### src/rtl/gtech_fjk_pkg.sv
// rtl/gtech_fjk_pkg.sv - shared mode type and mode constants for the JK flip-flop bank
package gtech_fjk_pkg;

    typedef logic [1:0] fjk_mode_t;

    localparam fjk_mode_t FJK_MODE_JK = 2'b00;
    localparam fjk_mode_t FJK_MODE_UP = 2'b01;
    localparam fjk_mode_t FJK_MODE_DN = 2'b10;
    localparam fjk_mode_t FJK_MODE_LD = 2'b11;

endpackage

### src/rtl/gtech_fjk_cell.sv
// rtl/gtech_fjk_cell.sv - single JK flip-flop, sync active-low reset, enable, scan mux under GTECH_FJK_SCAN_EN
module gtech_fjk_cell #(
    parameter logic RESET_BIT = 1'b0
) (
    input  logic clk,
    input  logic rn,
    input  logic en,
    input  logic j,
    input  logic k,
`ifdef GTECH_FJK_SCAN_EN
    input  logic te,
    input  logic ti,
`endif
    output logic q
);

    // Reset beats scan, scan beats enable; JK action only when enabled
    always_ff @(posedge clk) begin
        if (!rn) begin
            q <= RESET_BIT;
        end
`ifdef GTECH_FJK_SCAN_EN
        else if (te) begin
            q <= ti;
        end
`endif
        else if (en) begin
            case ({j, k})
                2'b01:   q <= 1'b0;
                2'b10:   q <= 1'b1;
                2'b11:   q <= ~q;
                default: q <= q;
            endcase
        end
    end

endmodule

### src/rtl/gtech_fjk_bank.sv
// rtl/gtech_fjk_bank.sv - bank of JK flip-flops with JK/up/down/load modes; scan chain under GTECH_FJK_SCAN_EN
module gtech_fjk_bank
    import gtech_fjk_pkg::*;
#(
    parameter int              WIDTH       = 4,
    parameter logic [WIDTH-1:0] RESET_VALUE = '0
) (
    input  logic             CP,
    input  logic             RN,
    input  logic             EN,
    input  logic [1:0]       MODE,
    input  logic [WIDTH-1:0] J,
    input  logic [WIDTH-1:0] K,
    input  logic [WIDTH-1:0] D,
`ifdef GTECH_FJK_SCAN_EN
    input  logic             TE,
    input  logic             TI,
    output logic             TQ,
`endif
    output logic [WIDTH-1:0] Q,
    output logic [WIDTH-1:0] QN,
    output logic             TC
);

    logic [WIDTH-1:0] carry;
    logic [WIDTH-1:0] borrow;
    logic [WIDTH-1:0] j_eff;
    logic [WIDTH-1:0] k_eff;

    // Ripple carry/borrow: bit i toggles once every lower bit is all-ones (up) or all-zeros (down)
    always_comb begin
        carry     = '0;
        borrow    = '0;
        carry[0]  = 1'b1;
        borrow[0] = 1'b1;
        for (int i = 1; i < WIDTH; i++) begin
            carry[i]  = carry[i-1] & Q[i-1];
            borrow[i] = borrow[i-1] & ~Q[i-1];
        end
    end

    // Map the bank mode onto each cell's J/K pair; load sets or clears every bit from D
    always_comb begin
        j_eff = J;
        k_eff = K;
        case (MODE)
            FJK_MODE_UP: begin
                j_eff = carry;
                k_eff = carry;
            end
            FJK_MODE_DN: begin
                j_eff = borrow;
                k_eff = borrow;
            end
            FJK_MODE_LD: begin
                j_eff = D;
                k_eff = ~D;
            end
            default: begin
                j_eff = J;
                k_eff = K;
            end
        endcase
    end

    genvar gi;
    generate
        for (gi = 0; gi < WIDTH; gi++) begin : g_cell
`ifdef GTECH_FJK_SCAN_EN
            logic scan_in;
            if (gi == 0) begin : g_first
                assign scan_in = TI;
            end else begin : g_rest
                assign scan_in = Q[gi-1];
            end
`endif
            gtech_fjk_cell #(
                .RESET_BIT (RESET_VALUE[gi])
            ) u_cell (
                .clk (CP),
                .rn  (RN),
                .en  (EN),
                .j   (j_eff[gi]),
                .k   (k_eff[gi]),
`ifdef GTECH_FJK_SCAN_EN
                .te  (TE),
                .ti  (scan_in),
`endif
                .q   (Q[gi])
            );
        end
    endgenerate

    assign QN = ~Q;
    assign TC = EN & (((MODE == FJK_MODE_UP) & (&Q)) | ((MODE == FJK_MODE_DN) & ~(|Q)));

`ifdef GTECH_FJK_SCAN_EN
    assign TQ = Q[WIDTH-1];
`endif

endmodule
### config.mk
export PLATFORM = sky130hd
export DESIGN_NAME = gtech_fjk_bank
export DESIGN_NICKNAME = d
export VERILOG_FILES = /design/src/rtl/gtech_fjk_pkg.sv /design/src/rtl/gtech_fjk_cell.sv /design/src/rtl/gtech_fjk_bank.sv
export SDC_FILE = /design/constraint.sdc
export NUM_CORES = 1
export LEC_CHECK = 0
export BUFFER_PORTS_ARGS = -buffer_cell sky130_fd_sc_hd__buf_4
export CORE_AREA = 2 2 39 41
export CTS_CLUSTER_DIAMETER = 80
export DETAILED_ROUTE_END_ITERATION = 7
export DIE_AREA = 0 0 41 43
export HOLD_SLACK_MARGIN = 0.1
export MAX_ROUTING_LAYER = met4
export REMOVE_ABC_BUFFERS = 1
export SETUP_SLACK_MARGIN = 0.2
export SYNTH_ARGS = -nofsm -noshare
export SYNTH_HDL_FRONTEND = slang
export SYNTH_SLANG_ARGS = --single-unit
### constraint.sdc
create_clock -name CP -period 1.9 [get_ports CP]
set_clock_uncertainty 0.05 [all_clocks]
set_input_delay 0.19 -clock CP [delete_from_list [all_inputs] [get_ports CP]]
set_output_delay 0.19 -clock CP [all_outputs]
set_load 0.05 [all_outputs]
* Yosys cells after proc, flatten, opt, wreduce, memory -nomap -nowiden
Cells that the tools add are included.
** Storage, ports and cells
- Flip-flop bits (word level) :: 4
- Bits of input ports :: 17
- Output and inout bits :: 9
- Word-level logic and storage cells :: 50
** Cells by class
- Equality and inequality tests :: 15
- Multiplexer cells :: 6
- Bitwise operators :: 15
- Reductions and logical operators :: 10
** Operators with widths (number)
- $pmux 4 s3 :: 2
- $eq 2x2->1 const B :: 10
- $pmux 1 s3 :: 4
- $reduce_bool 3->1 :: 4
- $eq 2x1->1 const B :: 5
- $not 4->4 :: 2
- $reduce_and 2->1 :: 4
- $and 1x1->1 :: 7
- $not 1->1 :: 5
- $reduce_and 4->1 :: 1
- $reduce_or 4->1 :: 1
- $or 1x1->1 :: 1

* Longest topological paths before layout
Gate-level depths: netlist (run 1).
- Word-level depth :: 7
- Mapped depth :: 5
- Mapped depth without buffers :: 4

* Cells and area by module
From an unflattened synthesis (run 1), not the netlist that was laid out.
** Second synthesis, totals
- Cells, all modules :: 60
- Area total of the unflattened synthesis :: 430.4 µm²
** Modules (own cells, without submodules)
- gtech_fjk_bank :: instances 1, cells an instance 44, area each 260.2 µm², seq. area each 0.0 µm²
- gtech_fjk_cell :: instances 4, cells an instance 4, area each 42.5 µm², seq. area each 20.0 µm²

* Worst setup path before layout (run 1)
No wires, ideal clock.
- Kind :: reg2out
- From :: register g_cell[0].u_cell.q
- To :: output TC
- Arrival time :: 1.538 ns
- Data required time :: 1.660 ns
- Path slack :: 0.122 ns
- Stages on the path, launching flop included :: 6
- Buffers on the path :: 1
- Cells stage by stage :: dfxtp_1 > buf_6 > or3_4 > nand2b_4 > nor3b_2 > o21a_1
** On the way
- Cells in the longest elaborated chain, start to end :: 5
- Elaborated cells on any way between the ends :: 7
- Classes of those cells :: bitwise (5); reduce/logical (2)
** Ends and longest elaborated chain
- start: declaration :: RTL line gtech_fjk_cell.sv:14 : output logic q
- start signal: assignment :: RTL line gtech_fjk_cell.sv:31 : 2'b11: q <= ~q;
- start signal: assignment :: RTL line gtech_fjk_cell.sv:32 : default: q <= q;
- $reduce_or 4->1 :: RTL line gtech_fjk_bank.sv:95 : assign TC = EN & (((MODE == FJK_MODE_UP) & (&Q)) | ((MODE == FJK_MODE_DN) & ~(|Q)));
- $not 1->1 :: RTL line gtech_fjk_bank.sv:95
- $and 1x1->1 :: RTL line gtech_fjk_bank.sv:95
- $or 1x1->1 (*) :: RTL line gtech_fjk_bank.sv:95
- $and 1x1->1 (*) :: RTL line gtech_fjk_bank.sv:95
- end: declaration :: RTL line gtech_fjk_bank.sv:22 : output logic TC
Every way passes the cells marked *; elsewhere a longest branch is shown, timed or not.

* Final worst setup path (run 1)
Same ends and word-level chain as after synthesis.

==> results by group, run 1 <==
Cells and area
  • Max reg flops: 4
  • Final non-filler cell total: 97
  • Share of layout cells above drive strength 1: 0.4691
  • Diodes inserted: 0
  • Layout area overhead: 41.99%
  • Final #Nets: 100
  • Biggest regs: g_cell.u_cell.q x4
  • Most flops, register: g_cell.u_cell.q

Logic synthesis
  • Flops & latches, synth: 4
  • Synth unique cells: 32
  • Proportion of netlist area held by the largest area contributor: 0.1768
  • Synthesized netlist cell count: 60
  • Area contributors post-synth: dfxtp_1 18%, buf_4 6.6%, inv_1 5.8%, buf_6 5.0%, nand2_1 5.0%
  • Yosys warns: 0
  • Synth area leader: dfxtp_1
  • Top_reg_cell synth: dfxtp_1
  • Synth Cell Area: 452.9 µm²
  • EDFF count, synth: 0
  • Syn Area/Cell: 7.549 µm²
  • Sequential-to-total area share from yosys stat: 0.1768
  • Asr flop ratio synth: 0

Clock network
  • Clock-pin slew on the worst setup and hold paths: 0.04 ns
  • Clk buf depth: 2
  • CTS root buf: clkbuf_4
  • Clk Latency, worst-skew pair: between 0.2 and 0.25 ns
  • CTS tree: done
  • CTS Buf Count: 3
  • H-tree levels: 1
  • CTS sink cnt: 4
  • CTS Hold Bufs: 0

Detailed routing
  • Residual DRC: 0
  • Vias: roughly 520
  • Post-Route WL: 1.183 mm
  • Post-route antenna net violation count: 0
  • DR vias/cell: around 5.4
  • Initial DRT Pass Iterations: 4
  • DR WL/cell: roughly 12 µm
  • Initial detailed-routing violation count: 13

Worst setup path
  • Crit Reg-Reg Endpoint: g_cell[3].u_cell.q
  • Worst Path Max Fanout: 3
  • R2R Path Start: g_cell[0].u_cell.q
  • Data required, critical path: 1.66 ns
  • Kind of critical path: reg2out
  • R2r setup slk: around 0.60 ns
  • Worst reg2reg path depth: 4
  • Critical Path AT: around 1.6 ns
  • Critical path startpoint category: register
  • CP endpoint kind: output port

Global route
  • First-pass GRT wire length: 1.787 mm
  • Gr usage total: 0.1569
  • GR Overflow Total: 0
  • Largest net degree at the start of global routing: 13
  • Vias in the first global route: 425
  • Initial antenna violation count: 0

STA
  • Setup_tns: 0 ns
  • RSZ-0062 raised after global routing: yes
  • Final slew viol count: 0
  • Final Hold Viols: 0
  • Peak Freq: 0.5538 GHz
  • Worst rel slew slack: 0.7779
  • Final min period: 1.806 ns
  • Tcrit/Tclk final: 0.9504
  • Count of final setup violators: 0
  • Worst Tran Pin Value: 0.3332 ns

Place
  • PortBufs: 25
  • Placer's final routability congestion estimate: 0.7056
  • Placed cell count: 92
  • DP Wirelength: 875.8 µm

Die
  • Die area: 0.001763 mm²
  • Initial Util: 0.3273
  • Die width: 41 µm
  • DIE HEIGHT: between 40 and 50 µm
  • Num ports: 26
  • Core ar.: 0.001384 mm²
  • Row Count: 14

Min path
  • Worst hold path type: in2reg
  • Hold endpoint: g_cell[1].u_cell.q
  • Hold wc startpoint: RN
  • Hold depth: 3

Power and ir drop
  • LEAKAGE: just under 0.0003 µW
  • Power Dens Cells: 642.6 mW/mm²
  • Max VDD drop: 371.6 µV

Status
  • Status: finished, final reports clean

Run
  • Maxcap violations: 0
-- metrics by stage --
stage / total power [µW] / util / hold WS [ns] / instance area, µm² / setup slack [ns]
floorplan: 223.0 / - / 0.2507 / 386.6 / -0.1667
global placement: 296.1 / 0.4295 / 0.4137 / 594.3 / 0.2500
detailed placement: 295.9 / 0.4295 / 0.4134 / 594.3 / 0.2266
CTS: 418.5 / 0.4647 / 0.1483 / 643.1 / 0.08915
global route: 440.7 / 0.4647 / 0.1403 / 643.1 / 0.03981
finish: 413.3 / 0.4647 / 0.1500 / 643.1 / 0.09424
-- worst max-delay path, stage by stage (launching register included) --
cell	delay (ns)
dfxtp_4	0.33
or3_4	0.39
nand2b_4	0.16
nor3b_2	0.14
o21a_1	0.14
buf_6	0.16
-- cell usage after synthesis, types with 2 or more instances --
master / n
buf_4: 4
nor2_1: 2
o21ai_0: 2
buf_6: 2
a31oi_1: 2
dfxtp_1: 4
nand2_1: 6
nand3_1: 3
o221a_2: 2
inv_1: 7
o2111ai_1: 2
o211ai_1: 2
a21oi_1: 3
-- kinds of logic (layout without fill, tap and decap cells) --
family,after synthesis,count (layout),share of synthesized area
AO/OA/AOI/OAI,21,21,0.3536
AND/OR/NAND/NOR,18,18,0.2431
flip-flops,4,4,0.1768
buffers and inverters,16,37,0.2044
multiplexers,1,1,0.02210
-- per-layer routing --
metal  GRT usage  wire length [µm]  vias up
met5           -                 0        -
met4     0.06000                 8        0
met2      0.2188               539       18
met3     0.09948               110        2
li1            -                 -      264
met1      0.1752               524      235
-- timing repair --
item | in CTS | in global routing
pin swaps | 3 | 0
endpoints found under the setup margin | 1 | 1
buffers inserted | 2 | 0
resized for setup | 5 | 0
-- how the worst max path moves through the flow --
stage | from | to | slack, ns
after floorplan | g_cell[3].u_cell.q | TC | -0.17
after global placement | g_cell[0].u_cell.q | TC | 0.25
after detailed placement | g_cell[0].u_cell.q | TC | 0.23
after CTS | g_cell[0].u_cell.q | TC | 0.09
after global routing | g_cell[0].u_cell.q | TC | 0.04
final | g_cell[0].u_cell.q | TC | 0.09
-- power breakdown --
group | leakage, µW | switching (µW) | internal, µW
Combinational | 0.000248 | 120 | 81.7
Sequential | 0.0000343 | 7.69 | 93.0
Clock | 0.0000138 | 40.1 | 71.0
-- area by class of cell --
type	instances	area, µm²
inverters	7	26.28
multi-input cells	40	280.3
well taps	16	20.02
flip-flops and latches	4	87.58
repair buffers	27	206.4
fillers	142	740.7
clock buffers	3	22.52
-- placed cells by master, fill, tap and decap left out, drive strengths merged --
cell type	n
nor3b	1
o221ai	1
o22ai	1
or2	1
o21a	1
nand2	6
o221a	2
o21ai	2
a221o	1
o2111ai	2
inv	7
clkbuf	3
nand2b	2
nor2	2
a21oi	3
a31oi	2
nand3	3
mux2i	1
o211ai	2
dfxtp	4
and3b	1
o2bb2ai	1
a221oi	1
or3	1
buf	27
a311oi	1
a21o	1
nor4	1
No activity file was read; power rests on OpenSTA's default activity.
==> inputs of run 2 (changes only) <==
- CORE_AREA: 2 2 39 41 -> default
- CORE_ASPECT_RATIO: default -> 1.2
- CORE_UTILIZATION: default -> 29
- DIE_AREA: 0 0 41 43 -> default
==> run 2 against run 1 <==
Count of clock-buffer cells in the layout unchanged. Die area down 2.2%. Power down 0.32%. Global-route usage up 0.48 points. Critical path type unchanged. Critical path depth unchanged.
==> results by group, run 2 (synthesized netlist as in run 1, its figures left out) <==
Status
  • Status: finished, final reports clean

Cells and area
  • Most flops, register: g_cell.u_cell.q
  • Most frequent cells in the layout: 27 x buf_4, 7 x inv_1, 6 x nand2_1
  • Biggest regs: g_cell.u_cell.q x4
  • Commonest non-fill, non-tap cell in the layout: buf_4
  • Fillers: 146 (+2.8%)
  • Diodes inserted: 0 (unchanged)
  • Share of layout cells above drive strength 1: 0.4634 (-0.005721)
  • Max reg flops: 4 (unchanged)
  • Post-route cell area: 648.1 µm² (+0.78%)
  • Final #Nets: 101 (+1.0%)
  • Layout area overhead: 43.09%

Die
  • Row Count: 15 (+1)
  • Core ar.: 0.001445 mm² (+4.4%)
  • DIE HEIGHT: 45.29 µm (+5.3%)
  • Num ports: 26 (unchanged)
  • Initial Util: 0.3134 (-0.01389)
  • Die width: 38.08 µm (-7.1%)
  • Die area: 0.001724 mm² (-2.2%)

Place
  • Area of placed instances: 603.1 µm² (+1.5%)
  • PortBufs: 25 (unchanged)
  • Placer's final routability congestion estimate: 0.7491 (+6.2%)

Worst setup path
  • CP endpoint kind: output port
  • Worst setup path start: g_cell[1].u_cell.q
  • Crit Reg-Reg Endpoint: g_cell[3].u_cell.q
  • Data required, critical path: 1.66 ns (about the same)
  • R2r setup slk: 0.51 ns (-0.09 ns)
  • Worst Path Max Fanout: 3 (unchanged)
  • Critical path startpoint category: register
  • Max incr delay on CP: 0.37 ns (-0.02 ns)
  • Crit path to: TC
  • Kind of critical path: reg2out
  • Worst reg2reg path depth: 5 (+1)
  • Crit-path slowest cell: or3_4
  • Critical path cell sequence: or3_4 -> nand2b_4 -> nor3b_2 -> o21a_1 -> buf_6
  • R2R Path Start: g_cell[1].u_cell.q
  • Critical Path AT: 1.53 ns (-0.04 ns)

Min path
  • Worst hold path type: in2reg

Detailed routing
  • Post-Route WL: 1.111 mm (-6.1%)
  • DR WL/cell: 11.22 µm (-8.0%)
  • Vias: 520 (+0.19%)
  • Post-route antenna net violation count: 0 (unchanged)
  • DR vias/cell: 5.253 (-1.8%)
  • Initial DRT Pass Iterations: 2 (-2)
  • Residual DRC: 0 (unchanged)
  • Initial detailed-routing violation count: 2 (-11)

Clock network
  • Clk buf depth: 2 (unchanged)
  • CTS root buf: clkbuf_4
  • CTS Buf Count: 3 (unchanged)
  • H-tree levels: 1 (unchanged)
  • CTS tree: done
  • Clock-pin slew on the worst setup and hold paths: 0.04 ns (about the same)
  • Clk Latency, worst-skew pair: 0.24 ns (about the same)
  • CTS sink cnt: 4 (unchanged)

STA
  • Setup_tns: 0 ns (unchanged)
  • Final Hold Viols: 0 (unchanged)
  • Peak Freq: 0.5663 GHz (+2.3%)
  • Tcrit/Tclk final: 0.9294 (-0.02105)
  • Final min period: 1.766 ns (-0.04000 ns)
  • RSZ-0062 raised after global routing: yes
  • Final slew viol count: 0 (unchanged)
  • Worst rel slew slack: 0.7994 (+0.02153)
  • Worst Tran Pin Value: 0.3009 ns (-0.03229 ns)
  • Count of final setup violators: 0 (unchanged)

Power and ir drop
  • Max VDD drop: 319.6 µV (-14%)
  • LEAKAGE: 0.0003004 µW (+1.3%)
  • Power Dens Cells: 635.6 mW/mm² (-1.1%)
  • Clock Power Share: 0.262 (-0.007)
  • Comb power frac: 0.494 (+0.006)
  • Internal cell power: 248.2 µW (+1.1%)
  • Net Sw Frac: 0.3975 (-0.008155)
  • Sequential group share of total power: 0.244 (about the same)
  • NetSw: 163.8 µW (-2.3%)

Global route
  • Gr usage total: 0.1617 (+0.004766)
  • Initial antenna violation count: 0 (unchanged)
  • Largest net degree at the start of global routing: 13 (unchanged)
  • Vias in the first global route: 469 (+10%)
  • GR Overflow Total: 0 (unchanged)
  • First-pass GRT wire length: 1.835 mm (+2.7%)

Run
  • Maxcap violations: 0 (unchanged)
[run 2: changes by cell type in the layout (fill, tap and decap cells not counted), sizes merged]
| cell | delta |
|---|---|
| buf | +1 |
[run 2: worst min path at each step]
stage | from | slack (ns) | cells past startpoint | endpoint
2_1_floorplan | EN | 0.25 | 1 | g_cell[1].u_cell.q
3_3_place_gp | RN | 0.41 | 3 | g_cell[1].u_cell.q
3_5_place_dp | RN | 0.41 | 3 | g_cell[1].u_cell.q
4_1_cts | RN | 0.15 | 3 | g_cell[1].u_cell.q
5_1_grt | RN | 0.17 | 3 | g_cell[1].u_cell.q
6_report | RN | 0.16 | 3 | g_cell[1].u_cell.q
[run 2: metrics by stage]
step	hold WS, ns	power (µW)	util	setup slack, ns	std cells
3_3_place_gp	0.4074	298.5	0.4173	0.2718	94
6_report	0.1619	412.0	0.4485	0.1342	99
3_5_place_dp	0.4103	298.4	0.4173	0.2596	94
4_1_cts	0.1547	413.3	0.4433	0.1184	98
5_1_grt	0.1679	442.1	0.4485	0.06438	99
2_1_floorplan	0.2507	223.0	-	-0.1667	51
[run 2: power groups by stage]
stage	logic, µW	clock network, µW	registers [µW]
2_1_floorplan	89.0	0	134
3_3_place_gp	195	0	103
3_5_place_dp	194	0	104
4_1_cts	201	112	101
5_1_grt	218	122	102
6_report	203	108	100
[run 2: critical path: cells and delay by family (launching register included)]
family	cells	cell delay, ns
flops	1	0.33
buf+inv	1	0.15
compound gates	1	0.14
simple gates	3	0.67
[run 2: timing repair]
item,CTS,global route
pin swaps,3,0
setup endpoints to repair,1,1
hold endpoints to repair,0,0
setup buffers,1,1
hold buffers,0,0
gates resized for setup,3,0
[run 2: cell type report]
class	count	area, µm²	area share
timing repair buffer	28	214.0	0.3301
tap	17	21.27	0.03282
sequential	4	83.83	0.1293
multi-input combinational	40	280.3	0.4324
inverter	7	26.28	0.04054
clock buffer	3	22.52	0.03475
[run 2: routing by layer]
| metal | wire (µm) | global-route usage | share of wire | up-vias |
|---|---|---|---|---|
| li1 | - | - | - | 264 |
| met1 | 438 | 0.1682 | 0.39 | 236 |
| met2 | 558 | 0.2407 | 0.50 | 15 |
| met3 | 84 | 0.07389 | 0.076 | 5 |
| met4 | 31 | 0.1071 | 0.028 | 0 |
| met5 | 0 | - | 0 | - |
